==> config.mk <==
export PLATFORM = sky130hd
export DESIGN_NAME = ifmap_row_framer_flat
export DESIGN_NICKNAME = d
export VERILOG_FILES = /design/src/rtl/ifmap_row_framer_if.sv /design/src/rtl/ifmap_row_framer.sv /design/src/flat_wrapper.sv
export SDC_FILE = /design/constraint.sdc
export NUM_CORES = 1
export LEC_CHECK = 0
export BUFFER_PORTS_ARGS = -buffer_cell sky130_fd_sc_hd__buf_2
export CAP_MARGIN = 30
export CORE_MARGIN = 2
export CORE_UTILIZATION = 41
export DETAILED_ROUTE_END_ITERATION = 10
export GPL_TIMING_DRIVEN = 1
export HOLD_SLACK_MARGIN = 0.1
export PLACE_DENSITY = 0.73
export SETUP_SLACK_MARGIN = 0.02
export SLEW_MARGIN = 15
export SYNTH_ARGS = -nofsm -noshare
export SYNTH_HDL_FRONTEND = slang
export SYNTH_SLANG_ARGS = --single-unit
==> constraint.sdc <==
create_clock -name clk -period 3 [get_ports clk]
set_clock_uncertainty 0.05 [all_clocks]
set_input_delay 0.45 -clock clk [delete_from_list [all_inputs] [get_ports clk]]
set_output_delay 0.45 -clock clk [all_outputs]
set_load 0.02 [all_outputs]
==> src/rtl/ifmap_row_framer_if.sv <==
// Handshake bundle between the ifmap row framer, its raw word source and the
// per-PE IFmap buffers. The master side is the framer itself.
interface ifmap_row_framer_if #(
    parameter int DATA_WIDTH = 16,
    parameter int CHANNELS   = 4
);
    logic [DATA_WIDTH-1:0] in_data;
    logic                  in_valid;
    logic                  in_ready;
    logic [DATA_WIDTH+1:0] out_data;
    logic [CHANNELS-1:0]   out_wen;
    logic [CHANNELS-1:0]   out_ready;

    modport master (
        input  in_data, in_valid, out_ready,
        output in_ready, out_data, out_wen
    );

    modport slave (
        output in_data, in_valid, out_ready,
        input  in_ready, out_data, out_wen
    );
endinterface

==> src/rtl/ifmap_row_framer.sv <==
// Frames raw ifmap words into {start,end}-tagged rows dealt round-robin to the IFmap buffers.
// Optional macro AUTO_FLUSH_EN adds a zero flush row of filter_size words per channel.
module ifmap_row_framer #(
    parameter int DATA_WIDTH        = 16,
    parameter int CHANNELS          = 4,
    parameter int ROW_LEN_WIDTH     = 8,
    parameter int ROWS_WIDTH        = 8,
    parameter int FILTER_SIZE_WIDTH = 5
) (
    input  logic                           clk,
    input  logic                           reset,
    input  logic                           start,
    input  logic [ROW_LEN_WIDTH-1:0]       row_len,
    input  logic [ROWS_WIDTH-1:0]          num_rows,
    input  logic [$clog2(CHANNELS):0]      num_channels,
    input  logic [FILTER_SIZE_WIDTH-1:0]   filter_size,
    output logic                           busy,
    output logic                           done,
    output logic                           cfg_error,
    ifmap_row_framer_if.master             bus
);
    localparam int CW  = $clog2(CHANNELS) + 1;
    localparam int RLW = ROW_LEN_WIDTH;
    localparam int RWW = ROWS_WIDTH;
    localparam int OW  = DATA_WIDTH + 2;

    typedef enum logic [1:0] {
        IDLE   = 2'd0,
        STREAM = 2'd1,
        DONE   = 2'd2
`ifdef AUTO_FLUSH_EN
        ,
        FLUSH  = 2'd3
`endif
    } state_t;

    state_t          state_q, state_d;
    logic [RLW-1:0]  col_q, col_d;
    logic [RWW-1:0]  row_q, row_d;
    logic [CW-1:0]   ch_ptr_q, ch_ptr_d;
    logic            hold_valid_q, hold_valid_d;
    logic [OW-1:0]   hold_data_q, hold_data_d;
    logic            all_in_q, all_in_d;
    logic [RLW-1:0]  row_len_q, row_len_d;
    logic [RWW-1:0]  num_rows_q, num_rows_d;
    logic [CW-1:0]   num_ch_q, num_ch_d;
    logic            busy_q, busy_d;
    logic            done_q, done_d;
    logic            cfg_err_q, cfg_err_d;

    logic [CHANNELS-1:0] out_wen_s;
    logic                transfer_s;
    logic                in_ready_s;
    logic                cfg_bad_s;
    logic                col_last_s;
    logic                row_last_s;

`ifdef AUTO_FLUSH_EN
    logic [FILTER_SIZE_WIDTH-1:0] fsize_q, fsize_d;
    logic                         fcol_last_s;
    logic                         frow_last_s;

    assign fcol_last_s = (col_q == (RLW'(fsize_q) - RLW'(1)));
    assign frow_last_s = (row_q == (RWW'(num_ch_q) - RWW'(1)));
    assign cfg_bad_s   = (row_len == RLW'(0)) || (num_rows == RWW'(0)) ||
                         (num_channels == CW'(0)) || (num_channels > CW'(CHANNELS)) ||
                         (filter_size == FILTER_SIZE_WIDTH'(0));
`else
    logic fsize_unused_s;

    assign fsize_unused_s = ^filter_size;
    assign cfg_bad_s      = (row_len == RLW'(0)) || (num_rows == RWW'(0)) ||
                            (num_channels == CW'(0)) || (num_channels > CW'(CHANNELS));
`endif

    assign out_wen_s  = hold_valid_q ? (CHANNELS'(1) << ch_ptr_q) : CHANNELS'(0);
    assign transfer_s = ((out_wen_s & bus.out_ready) != CHANNELS'(0));
    assign col_last_s = (col_q == (row_len_q - RLW'(1)));
    assign row_last_s = (row_q == (num_rows_q - RWW'(1)));

    assign bus.out_wen  = out_wen_s;
    assign bus.out_data = hold_data_q;
    assign bus.in_ready = in_ready_s;
    assign busy         = busy_q;
    assign done         = done_q;
    assign cfg_error    = cfg_err_q;

    // Next-state, counter and output-register logic for the framing FSM.
    always_comb begin
        state_d      = state_q;
        col_d        = col_q;
        row_d        = row_q;
        ch_ptr_d     = ch_ptr_q;
        hold_valid_d = hold_valid_q;
        hold_data_d  = hold_data_q;
        all_in_d     = all_in_q;
        row_len_d    = row_len_q;
        num_rows_d   = num_rows_q;
        num_ch_d     = num_ch_q;
        cfg_err_d    = 1'b0;
        in_ready_s   = 1'b0;
`ifdef AUTO_FLUSH_EN
        fsize_d      = fsize_q;
`endif

        // The channel pointer moves only when a row's end word leaves the register.
        if (transfer_s) begin
            hold_valid_d = 1'b0;
            if (hold_data_q[DATA_WIDTH]) begin
                ch_ptr_d = (ch_ptr_q == (num_ch_q - CW'(1))) ? CW'(0) : (ch_ptr_q + CW'(1));
            end else begin
                ch_ptr_d = ch_ptr_q;
            end
        end else begin
            hold_valid_d = hold_valid_q;
        end

        case (state_q)
            IDLE: begin
                if (start && cfg_bad_s) begin
                    cfg_err_d = 1'b1;
                end else if (start) begin
                    row_len_d  = row_len;
                    num_rows_d = num_rows;
                    num_ch_d   = num_channels;
`ifdef AUTO_FLUSH_EN
                    fsize_d    = filter_size;
`endif
                    col_d      = RLW'(0);
                    row_d      = RWW'(0);
                    ch_ptr_d   = CW'(0);
                    all_in_d   = 1'b0;
                    state_d    = STREAM;
                end else begin
                    state_d = IDLE;
                end
            end
            STREAM: begin
                in_ready_s = !all_in_q && (!hold_valid_q || transfer_s);
                if (in_ready_s && bus.in_valid) begin
                    hold_valid_d = 1'b1;
                    hold_data_d  = {(col_q == RLW'(0)), col_last_s, bus.in_data};
                    if (col_last_s) begin
                        col_d = RLW'(0);
                        if (row_last_s) begin
                            all_in_d = 1'b1;
                        end else begin
                            row_d = row_q + RWW'(1);
                        end
                    end else begin
                        col_d = col_q + RLW'(1);
                    end
                end else begin
                    col_d = col_q;
                end
                if (all_in_q && transfer_s) begin
`ifdef AUTO_FLUSH_EN
                    state_d  = FLUSH;
                    col_d    = RLW'(0);
                    row_d    = RWW'(0);
                    ch_ptr_d = CW'(0);
                    all_in_d = 1'b0;
`else
                    state_d  = DONE;
`endif
                end else begin
                    state_d = STREAM;
                end
            end
`ifdef AUTO_FLUSH_EN
            FLUSH: begin
                // Flush words are generated internally; row_q counts flush rows here.
                if (!all_in_q && (!hold_valid_q || transfer_s)) begin
                    hold_valid_d = 1'b1;
                    hold_data_d  = {(col_q == RLW'(0)), fcol_last_s, DATA_WIDTH'(0)};
                    if (fcol_last_s) begin
                        col_d = RLW'(0);
                        if (frow_last_s) begin
                            all_in_d = 1'b1;
                        end else begin
                            row_d = row_q + RWW'(1);
                        end
                    end else begin
                        col_d = col_q + RLW'(1);
                    end
                end else begin
                    col_d = col_q;
                end
                if (all_in_q && transfer_s) begin
                    state_d = DONE;
                end else begin
                    state_d = FLUSH;
                end
            end
`endif
            DONE: begin
                state_d = IDLE;
            end
            default: begin
                state_d = IDLE;
            end
        endcase

        busy_d = (state_d != IDLE);
        done_d = (state_d == DONE);
    end

    // State, counter, configuration and output registers.
    always_ff @(posedge clk or negedge reset) begin
        if (!reset) begin
            state_q      <= IDLE;
            col_q        <= RLW'(0);
            row_q        <= RWW'(0);
            ch_ptr_q     <= CW'(0);
            hold_valid_q <= 1'b0;
            hold_data_q  <= OW'(0);
            all_in_q     <= 1'b0;
            row_len_q    <= RLW'(0);
            num_rows_q   <= RWW'(0);
            num_ch_q     <= CW'(0);
            busy_q       <= 1'b0;
            done_q       <= 1'b0;
            cfg_err_q    <= 1'b0;
`ifdef AUTO_FLUSH_EN
            fsize_q      <= FILTER_SIZE_WIDTH'(0);
`endif
        end else begin
            state_q      <= state_d;
            col_q        <= col_d;
            row_q        <= row_d;
            ch_ptr_q     <= ch_ptr_d;
            hold_valid_q <= hold_valid_d;
            hold_data_q  <= hold_data_d;
            all_in_q     <= all_in_d;
            row_len_q    <= row_len_d;
            num_rows_q   <= num_rows_d;
            num_ch_q     <= num_ch_d;
            busy_q       <= busy_d;
            done_q       <= done_d;
            cfg_err_q    <= cfg_err_d;
`ifdef AUTO_FLUSH_EN
            fsize_q      <= fsize_d;
`endif
        end
    end
endmodule
==> src/flat_wrapper.sv <==
// flat-port wrapper written by rule: the top's interface ports become plain ports
module ifmap_row_framer_flat 
#(
    parameter int DATA_WIDTH        = 16,
    parameter int CHANNELS          = 4,
    parameter int ROW_LEN_WIDTH     = 8,
    parameter int ROWS_WIDTH        = 8,
    parameter int FILTER_SIZE_WIDTH = 5
)
  (clk, reset, start, row_len, num_rows, num_channels, filter_size, busy, done, cfg_error, bus_in_data, bus_in_valid, bus_out_ready, bus_in_ready, bus_out_data, bus_out_wen);
  ifmap_row_framer_if #(.DATA_WIDTH(DATA_WIDTH), .CHANNELS(CHANNELS)) bus_i ();
  input  logic clk;
  input  logic reset;
  input  logic start;
  input  logic [ROW_LEN_WIDTH-1:0] row_len;
  input  logic [ROWS_WIDTH-1:0] num_rows;
  input  logic [$clog2(CHANNELS):0] num_channels;
  input  logic [FILTER_SIZE_WIDTH-1:0] filter_size;
  output logic busy;
  output logic done;
  output logic cfg_error;
  input wire logic [$bits(bus_i.in_data)-1:0] bus_in_data;
  input wire logic [$bits(bus_i.in_valid)-1:0] bus_in_valid;
  input wire logic [$bits(bus_i.out_ready)-1:0] bus_out_ready;
  output wire logic [$bits(bus_i.in_ready)-1:0] bus_in_ready;
  output wire logic [$bits(bus_i.out_data)-1:0] bus_out_data;
  output wire logic [$bits(bus_i.out_wen)-1:0] bus_out_wen;
  assign bus_i.in_data = bus_in_data;
  assign bus_i.in_valid = bus_in_valid;
  assign bus_i.out_ready = bus_out_ready;
  assign bus_in_ready = bus_i.in_ready;
  assign bus_out_data = bus_i.out_data;
  assign bus_out_wen = bus_i.out_wen;
  ifmap_row_framer #(.DATA_WIDTH(DATA_WIDTH), .CHANNELS(CHANNELS), .ROW_LEN_WIDTH(ROW_LEN_WIDTH), .ROWS_WIDTH(ROWS_WIDTH), .FILTER_SIZE_WIDTH(FILTER_SIZE_WIDTH)) u_core (.clk(clk), .reset(reset), .start(start), .row_len(row_len), .num_rows(num_rows), .num_channels(num_channels), .filter_size(filter_size), .busy(busy), .done(done), .cfg_error(cfg_error), .bus(bus_i));
endmodule
==> impl_metrics.yaml, run 1 <==
drt:
  wl_um: 7610
  ant_nets: 0
  vias: 2912
  dr.pass1.iters: 4
  drtIter0Drc: 124
  vias_per_cell: 5.29
  wl_per_cell_um: 13.8
  post-route-drc-count: 0
critical_path:
  cp_max_fo: 15
  cp_slowest_cell: "or4b_1"
  worstSetupStartpointType: "register"
  cp_top_family: "compound AO/OA/AOI/OAI gates"
  endpoint_kind: "register"
  path_buf_inv: 1
  path_cells: "inv_1 -> ha_1 -> xor2_1 -> o211ai_1 -> a211o_1 -> or4b_1 -> o21bai_4 -> a21oi_1 -> o2bb2ai_1"
  cp_num_cells: 9
  worst-r2r-cell-count: 9
  critPathArrivalTime_ns: 2.94
  worstSetupPathType: "reg -> reg"
  cp_data_required_time_ns: 3.22
  slowest_delay_ns: 0.58
timing:
  slew_headroom: 0.599
  tightest_slew_ns: 0.600
  rsz0062_at_grt: "false"
  fin_setup_tns_ns: 0
  finalCriticalPeriod_ns: 2.72
  clock.fmax_mhz: 368
  setup_ws_ns: 0.283
  setup_violations: 0
  fin_crit_sh: 0.906
  slew_viol_final: 0
  finalHoldViolations: 0
placement:
  finalWeightedCongestion: 0.841
  dp_cells: 532
  hpwl_um: 5530
  portBuffers: 68
  place_ws_ns: 0.317
floorplanning:
  fp.dieW_um: 96.1
  die_area_um2: 9230
  core_um2: 8220
  die_y_um: 96.1
  io_pins: 74
  initial_utilization: 0.423
  rows: 33
synthesis:
  synthAdderAreaFrac: 0.0396
  syn_nets: 424
  yosysWarnings: 0
  synthXorXnorAreaFrac: 0.0630
  synth_edf_count: 0
  yosysSeqAreaShare: 0.453
  synth-seq-cells: 63
  postSynth.asyncResetShare: 1.00
  yosysUniqueCellTypes: 56
  ys.flop_type: "dfrtp_1"
  synth_area_um2: 3480
  synth-simple-area-share: 0.240
  synth_compound_gate_area_share: 0.110
  netlist_instances: 365
  avgSynthCellArea_um2: 9.53
  synth_top_family_by_area: "simple AND/OR/NAND/NOR gates"
  synth_mux_area_frac: 0.0518
global_routing:
  antenna_found_initial: 0
  grt_max_degree: 44
  grt_pass1_vias: 2924
  grt_overflow: 0
  grt_usage: 0.181
  grt_pass1_wl_um: 13100
layout:
  layout.nets: 499
  syn2layout_area_growth_pct: 20.2
  fill_cells: 773
  drive_gt1_frac: 0.270
  final_cell_count_no_fill: 550
  antenna_cells: 0
clock_tree:
  ctsRootBufferMaster: "clkbuf_8"
  cts_setup_buffers: 0
  cts_buffers: 9
  tritoncts: "done"
  insertion_delay_ns: 0.35
  clk_pin_slew_worst_paths_ns: 0.08
  clock_path_buffers: 2
  clock-sinks: 63
  cts-htree-levels: 3
pwr:
  leakagePower_uw: 0.00195
  ir_worst_vdd_uv: 424
  p_per_area_nw_per_um2: 911
  power.total_uw: 3810
run:
  maxCapViolCount: 0
outcome:
  outcome: "finished clean"
worst_hold_path:
  hold_class: "in -> reg"
  hold_depth: 3
==> report_power, final <==
part | leakage (uW) | internal (uW) | total, uW | switching, uW
Combinational | 0.00106 | 690 | 1550 | 859
Clock | 0.000105 | 468 | 825 | 357
Sequential | 0.000779 | 1150 | 1430 | 285
Total | 0.00195 | 2310 | 3810 | 1500
==> area by class of cell <==
cell class / instances / area [um^2] / share of cell area
sequential: 63 / 1580 / 0.377
clock inverter: 7 / 97.6 / 0.0234
timing repair buffer: 78 / 430 / 0.103
tap: 105 / 131 / 0.0314
inverter: 17 / 63.8 / 0.0153
clock buffer: 9 / 124 / 0.0296
multi-input combinational: 271 / 1750 / 0.420
==> per-stage QoR <==
| stage | hold WS, ns | utilization | instance area [um^2] |
|---|---|---|---|
| 2_1_floorplan | 0.104 | - | 3480 |
| 3_3_place_gp | 0.431 | 0.478 | 3930 |
| 3_5_place_dp | 0.436 | 0.478 | 3930 |
| 4_1_cts | 0.221 | 0.505 | 4150 |
| 5_1_grt | 0.249 | 0.508 | 4180 |
| 6_report | 0.249 | 0.508 | 4180 |
==> synth_stat cells, types with 2 or more instances <==
library cell / n / area, um^2
o211ai_1: 4 / 30.0
nand2_1: 64 / 240
nor2b_1: 4 / 25.0
xor2_1: 10 / 87.6
a21oi_1: 13 / 65.1
nand3_1: 17 / 85.1
or3b_1: 2 / 17.5
nor4_1: 6 / 37.5
or3_1: 8 / 50.1
clkbuf_1: 8 / 30.0
nor3b_1: 2 / 15.0
nand3b_1: 3 / 22.5
nor2_1: 20 / 75.1
xnor2_1: 15 / 131
o31a_1: 2 / 17.5
o31ai_1: 3 / 22.5
mux2_2: 16 / 180
o21ai_0: 15 / 75.1
o2bb2ai_1: 2 / 17.5
buf_6: 4 / 45.0
ha_1: 11 / 138
a31oi_1: 5 / 31.3
and2_1: 6 / 37.5
nor3_1: 7 / 35.0
a22oi_1: 2 / 15.0
or4_1: 3 / 22.5
dfrtp_1: 63 / 1580
and3_1: 3 / 18.8
inv_1: 17 / 63.8
nand4_1: 4 / 25.0
==> worst min-delay path, cell delays in order <==
cell     delay, ns
buf_2         0.09
nand2_1       0.04
nand2_1       0.04
==> logic make-up after synthesis <==
logic type      count (synthesis)
compound gates                 57
fa+ha+maj                      11
buf+inv                        31
mux                            16
flops                          63
simple gates                  162
xor+xnor                       25
==> path summary, 6_finish.rpt <==
check	slack (ns)	to	startpoint
min in group asynchronous	0.44	u_core.bus.out_data[13]	reset
min reg2reg	0.44	u_core.bus.out_data[17]	u_core.bus.out_data[17]
max reg2reg	0.28	u_core.row_q[1]	u_core.num_rows_q[0]
max	0.28	u_core.row_q[1]	u_core.num_rows_q[0]
max in group asynchronous	1.75	u_core.col_q[2]	reset
min	0.25	u_core.num_rows_q[4]	num_rows[4]
==> per-layer routing <==
| layer | global-route usage | wire, um | vias up |
|---|---|---|---|
| li1 | - | - | 1428 |
| met1 | 0.219 | 3360 | 1390 |
| met2 | 0.312 | 3710 | 81 |
| met3 | 0.0525 | 432 | 13 |
| met4 | 0.0548 | 110 | 0 |
| met5 | 0 | 0 | - |
==> timing repair <==
item	4_1_cts	5_1_grt
hold endpoints to repair	0	9
hold buffers	0	1
resized for setup	0	0
==> cell usage in the layout, fill, tap and decap left out, drive strengths merged, types with 4 or more instances in the layout <==
cell type / instances
a21oi: 13
a31oi: 5
and2: 7
and3: 4
buf: 77
clkbuf: 9
dfrtp: 63
ha: 11
inv: 17
mux2: 16
nand2: 64
nand3: 17
nand4: 4
nor2: 20
nor2b: 4
nor3: 7
nor4: 7
o211ai: 5
o21ai: 16
or3: 9
or4: 4
xnor2: 15
xor2: 10
==> registers in the layout, summed over array words and instances, names as in the netlist <==
name and flops:
u_core.all_in_q 1, u_core.bus.out_data 18, u_core.busy 1, u_core.cfg_error 1
u_core.ch_ptr_q 3, u_core.col_q 8, u_core.done 1, u_core.hold_valid_q 1
u_core.num_ch_q 3, u_core.num_rows_q 8, u_core.row_len_q 8, u_core.row_q 8
u_core.state_q 2
No activity file was read; power rests on OpenSTA's default activity.
==> run 2: changes to the inputs <==
Settings changed: CORE_MARGIN 2 to 5, RECOVER_POWER from default to 100.
==> impl_metrics.yaml, run 2 (synthesis gave the netlist of run 1 again) <==
critical_path:
  worstSetupStartpointType: "register"
  cp_data_required_time_ns: 3.22
  cp_max_fo: 15
  worstSetupPathType: "reg -> reg"
  endpoint_kind: "register"
  critPathArrivalTime_ns: 2.94
global_routing:
  grt_overflow: 0
  grt_max_degree: 36
  grt_usage: 0.152
  grt_pass1_vias: 2926
  grt_pass1_wl_um: 12800
  antenna_found_initial: 0
layout:
  fill_cells: 820
  stdcell_area_um2: 4100
  layout_commonest_cell: "nand2_1"
  largest_register_ffs: 18
  antenna_cells: 0
  layout_common_cells: "nand2_1, dfrtp_1, buf_2, clkbuf_1, nor2_1"
  drive_gt1_frac: 0.197
  syn2layout_area_growth_pct: 17.8
  layout.nets: 496
placement:
  hpwl_um: 5530
  placedInstanceArea_um2: 3930
  portBuffers: 68
  finalWeightedCongestion: 0.839
pwr:
  leakagePower_uw: 0.00184
  p_per_area_nw_per_um2: 918
  ir_worst_vdd_uv: 525
clock_tree:
  cts_resized: 0
  clock-sinks: 63
  insertion_delay_ns: 0.35
  ctsRootBufferMaster: "clkbuf_8"
  tritoncts: "done"
  cts-htree-levels: 3
  clk_pin_slew_worst_paths_ns: 0.07
  clock_path_buffers: 2
  cts_setup_buffers: 0
  cts_hold_buf: 0
  cts_buffers: 9
floorplanning:
  initial_utilization: 0.421
  die_area_um2: 10400
  io_pins: 74
  core_um2: 8260
  die_y_um: 102
  rows: 33
  fp.dieW_um: 102
drt:
  vias_per_cell: 5.27
  ant_nets: 0
  wl_um: 7380
  drtIter0Drc: 131
  wl_per_cell_um: 13.5
  vias: 2882
  dr.pass1.iters: 4
  post-route-drc-count: 0
timing:
  fin_setup_tns_ns: 0
  slew_headroom: -0.0152
  clock.fmax_mhz: 367
  finalCriticalPeriod_ns: 2.72
  finalHoldViolations: 0
  slew_viol_final: 30
  setup_violations: 0
  rsz0062_at_grt: "false"
  tightest_slew_ns: 1.52
  fin_crit_sh: 0.907
worst_hold_path:
  hold_class: "in -> reg"
outcome:
  violations: "max-capacitance violations, max-slew violations"
  outcome: "finished with violations"
run:
  maxCapViolCount: 1
-- run 2: final timing paths --
check / slack (ns) / endpoint / depth (start not counted) / startpoint
min: 0.26 / u_core.row_len_q[7] / 3 / row_len[7]
min in group asynchronous: 0.42 / u_core.num_rows_q[3] / 1 / reset
max: 0.28 / u_core.row_q[3] / 7 / u_core.row_len_q[2]
max reg2reg: 0.28 / u_core.row_q[3] / 7 / u_core.row_len_q[2]
min reg2reg: 0.45 / u_core.bus.out_data[17] / 2 / u_core.bus.out_data[17]
max in group asynchronous: 0.91 / u_core.bus.out_data[9] / 2 / reset
-- run 2: power by group --
| group | switching [uW] | internal, uW |
|---|---|---|
| Sequential | 281 | 1150 |
| Combinational | 846 | 636 |
| Clock | 339 | 511 |
-- run 2: cell type report --
class / instances / area [um^2] / share of cell area
Clock inverter: 5 / 80.1 / 0.0195
Tap cell: 105 / 131 / 0.0321
Inverter: 17 / 63.8 / 0.0156
Timing Repair Buffer: 75 / 347 / 0.0846
Multi-Input combinational cell: 271 / 1750 / 0.427
Sequential cell: 63 / 1580 / 0.385
Clock buffer: 11 / 151 / 0.0369
-- run 2: critical path, stage by stage (launching register included) --
cell and delay (ns):
dfrtp_1 0.44, or4_1 0.58, nor4_1 0.29, or3b_1 0.18, o211ai_2 0.16, o21bai_4 0.29, or4_1 0.49, a21oi_1 0.16
-- run 2: routing by layer --
layer,part of all wire,track usage,up-vias
li1,-,-,1428
met5,0,0,-
met1,0.44,0.184,1376
met2,0.49,0.259,71
met3,0.066,0.0444,7
met4,0.0069,0.0484,0
-- run 2: per-stage QoR --
| step | hold WS (ns) | utilization | std cells | worst slack [ns] | total power (uW) |
|---|---|---|---|---|---|
| floorplan | 0.104 | - | 365 | 0.572 | 2560 |
| global placement | 0.415 | 0.476 | 531 | 0.394 | 2930 |
| detailed placement | 0.429 | 0.476 | 531 | 0.319 | 2990 |
| CTS | 0.107 | 0.504 | 547 | 0.306 | 3860 |
| global route | 0.265 | 0.496 | 547 | 0.114 | 4060 |
| finish | 0.264 | 0.496 | 547 | 0.278 | 3760 |
==> run 3: changes to the inputs <==
Settings changed: ABC_AREA from default to 1.
==> impl_metrics.yaml, run 3 <==
layout:
  layout.nets: 616
  drive_gt1_frac: 0.125
  layout_commonest_cell: "nand2_1"
  antenna_cells: 0
  fin_util: 0.487
  largest_register_ffs: 18
  layout_common_cells: "nand2_1, dfrtp_1, nor2_1, inv_1, buf_2"
  syn2layout_area_growth_pct: 17.6
  fill_cells: 847
  stdcell_area_um2: 4180
pwr:
  p_int_uw: 2230
  netSwitchingPower_uw: 1810
  p_per_area_nw_per_um2: 966
  combPwrFrac: 0.442
  ir_worst_vdd_uv: 446
  clock_power_share: 0.206
  p_seq_frac: 0.352
  p_sw_frac: 0.448
  leakagePower_uw: 0.00218
clock_tree:
  cts_buffers: 9
  clock-sinks: 63
  ctsRootBufferMaster: "clkbuf_8"
  insertion_delay_ns: 0.34
  tritoncts: "done"
  cts-htree-levels: 3
  clock_path_buffers: 2
  cts_resized: 0
  cts_setup_buffers: 0
  clk_pin_slew_worst_paths_ns: 0.08
drt:
  wl_per_cell_um: 12.7
  dr.pass1.iters: 6
  vias_per_cell: 4.94
  vias: 3310
  post-route-drc-count: 0
  drtIter0Drc: 210
  wl_um: 8480
  ant_nets: 0
synthesis:
  yosysMostFrequentCell: "nand2_1"
  yosysTopAreaCell: "dfrtp_1"
  synth_edf_count: 0
  syn_nets: 541
  synthTopCellsByCount: "nand2_1, dfrtp_1, nor2_1, inv_1, nand3_1"
  synth_top_area_share: 0.443
  yosysWarnings: 0
  yosysSeqAreaShare: 0.443
  synth-seq-cells: 63
  synth_area_um2: 3560
  postSynth.asyncResetShare: 1.00
  netlist_instances: 482
  ys.flop_type: "dfrtp_1"
  netlist_top_cells_area: "dfrtp_1, nand2_1, nor2_1"
  yosysUniqueCellTypes: 32
  avgSynthCellArea_um2: 7.38
floorplanning:
  fp.dieW_um: 103
  initial_utilization: 0.414
  die_y_um: 103
  rows: 34
  core_um2: 8590
  die_area_um2: 10600
  io_pins: 74
critical_path:
  slowest_delay_ns: 0.44
  endpoint_kind: "output port"
  cp_data_required_time_ns: 2.50
  path_cells: "ha_1 -> ha_1 -> nand2_1 -> inv_1 -> nand2_1 -> nand2_1 -> nor2_1 -> nand2_1 -> nand2_1 -> nor2_1 -> clkbuf_1"
  cp_slowest_cell: "dfrtp_1"
  worstSetupPathType: "reg -> out"
  cp_top_family: "simple AND/OR/NAND/NOR gates"
  path_buf_inv: 2
  crit_top_cell: "nand2_1"
  cp_max_fo: 6
  critPathArrivalTime_ns: 2.03
  worstSetupStartpointType: "register"
global_routing:
  grt_pass1_vias: 3155
  grt_pass1_wl_um: 14400
  grt_overflow: 0
  grt_usage: 0.172
  antenna_found_initial: 0
  grt_max_degree: 37
placement:
  hpwl_um: 6410
  place_ws_ns: 0.520
  finalWeightedCongestion: 0.833
  portBuffers: 68
  placedInstanceArea_um2: 4020
outcome:
  outcome: "finished clean"
timing:
  tightest_slew_ns: 0.927
  setup_ws_ns: 0.468
  clock.fmax_mhz: 395
  setup_violations: 0
  slew_headroom: 0.381
  finalCriticalPeriod_ns: 2.53
  fin_setup_tns_ns: 0
  slew_viol_final: 0
  rsz0062_at_grt: "false"
  finalHoldViolations: 0
  fin_crit_sh: 0.844
run:
  maxCapViolCount: 0
worst_hold_path:
  hold_class: "in -> reg"
==> run 3: cell count changes in the layout (fill, tap and decap cells not counted), moves of 6 or more <==
cell	previous run	this run
a21oi_1	13	7
inv_1	17	47
mux2_2	16	0
nand2_1	64	176
nand3_1	17	31
nand4_1	4	16
nor2_1	20	54
o21ai_0	16	24
or3_1	8	0
xnor2_1	15	7
==> run 3: area by class of cell <==
cell class / count / area, um^2 / area share
clock inverter: 6 / 93.8 / 0.0224
inverter: 47 / 176 / 0.0422
timing repair buffer: 75 / 349 / 0.0834
multi-input combinational: 361 / 1730 / 0.412
sequential: 63 / 1580 / 0.377
clock buffer: 10 / 128 / 0.0305
tap: 108 / 135 / 0.0323
==> run 3: what timing repair did <==
item	CTS	global route
endpoints found under the hold margin	14	0
endpoints found under the setup margin	0	0
hold buffers	1	0
==> run 3: worst min-delay path: cells and delay by family <==
family                 cells  cell delay, ns
buffers and inverters      1            0.07
and+or+nand+nor            2            0.08
==> run 3: final timing paths <==
| check | cells past startpoint | slack [ns] | endpoint | start |
|---|---|---|---|---|
| max reg2reg | 13 | 0.47 | u_core.row_q[5] | u_core.row_len_q[0] |
| max in group asynchronous | 3 | 1.01 | u_core.bus.out_data[17] | reset |
| max | 11 | 0.47 | bus_in_ready | u_core.ch_ptr_q[1] |
| min reg2reg | 2 | 0.43 | u_core.bus.out_data[0] | u_core.bus.out_data[0] |
| min | 3 | 0.25 | u_core.bus.out_data[0] | bus_in_data[0] |
| min in group asynchronous | 2 | 0.70 | u_core.num_rows_q[1] | reset |
==> run 3: cell families (layout without fill, tap and decap cells) <==
| family | count (synthesis) | after routing | share of synthesized area |
|---|---|---|---|
| compound gates | 34 | 34 | 0.0506 |
| fa+ha+maj | 11 | 11 | 0.0387 |
| buf+inv | 58 | 138 | 0.0672 |
| xor+xnor | 17 | 17 | 0.0418 |
| flops | 63 | 63 | 0.443 |
| simple gates | 299 | 299 | 0.359 |
==> run 3: metal layers <==
metal	wire, um	part of all wire	vias up	GRT usage
li1	-	-	1672	-
met1	3750	0.44	1553	0.218
met2	4160	0.49	64	0.281
met3	324	0.038	21	0.0304
met4	250	0.029	0	0.0896
met5	0	0	-	0
==> run 3: power by group through the flow <==
| stage | Sequential, uW | Combinational [uW] | Clock, uW |
|---|---|---|---|
| 3_5_place_dp | 1430 | 1850 | 0 |
| 3_3_place_gp | 1420 | 1780 | 0 |
| 6_report | 1420 | 1790 | 831 |
| 5_1_grt | 1470 | 2040 | 881 |
| 4_1_cts | 1420 | 1860 | 844 |
| 2_1_floorplan | 1520 | 1260 | 0 |
==> run 3: metrics by stage <==
step / cells / power [uW] / hold WS (ns)
global route: 670 / 4390 / 0.251
CTS: 670 / 4120 / 0.236
detailed placement: 653 / 3280 / 0.346
finish: 670 / 4040 / 0.245
global placement: 653 / 3200 / 0.340
floorplan: 482 / 2780 / 0.104
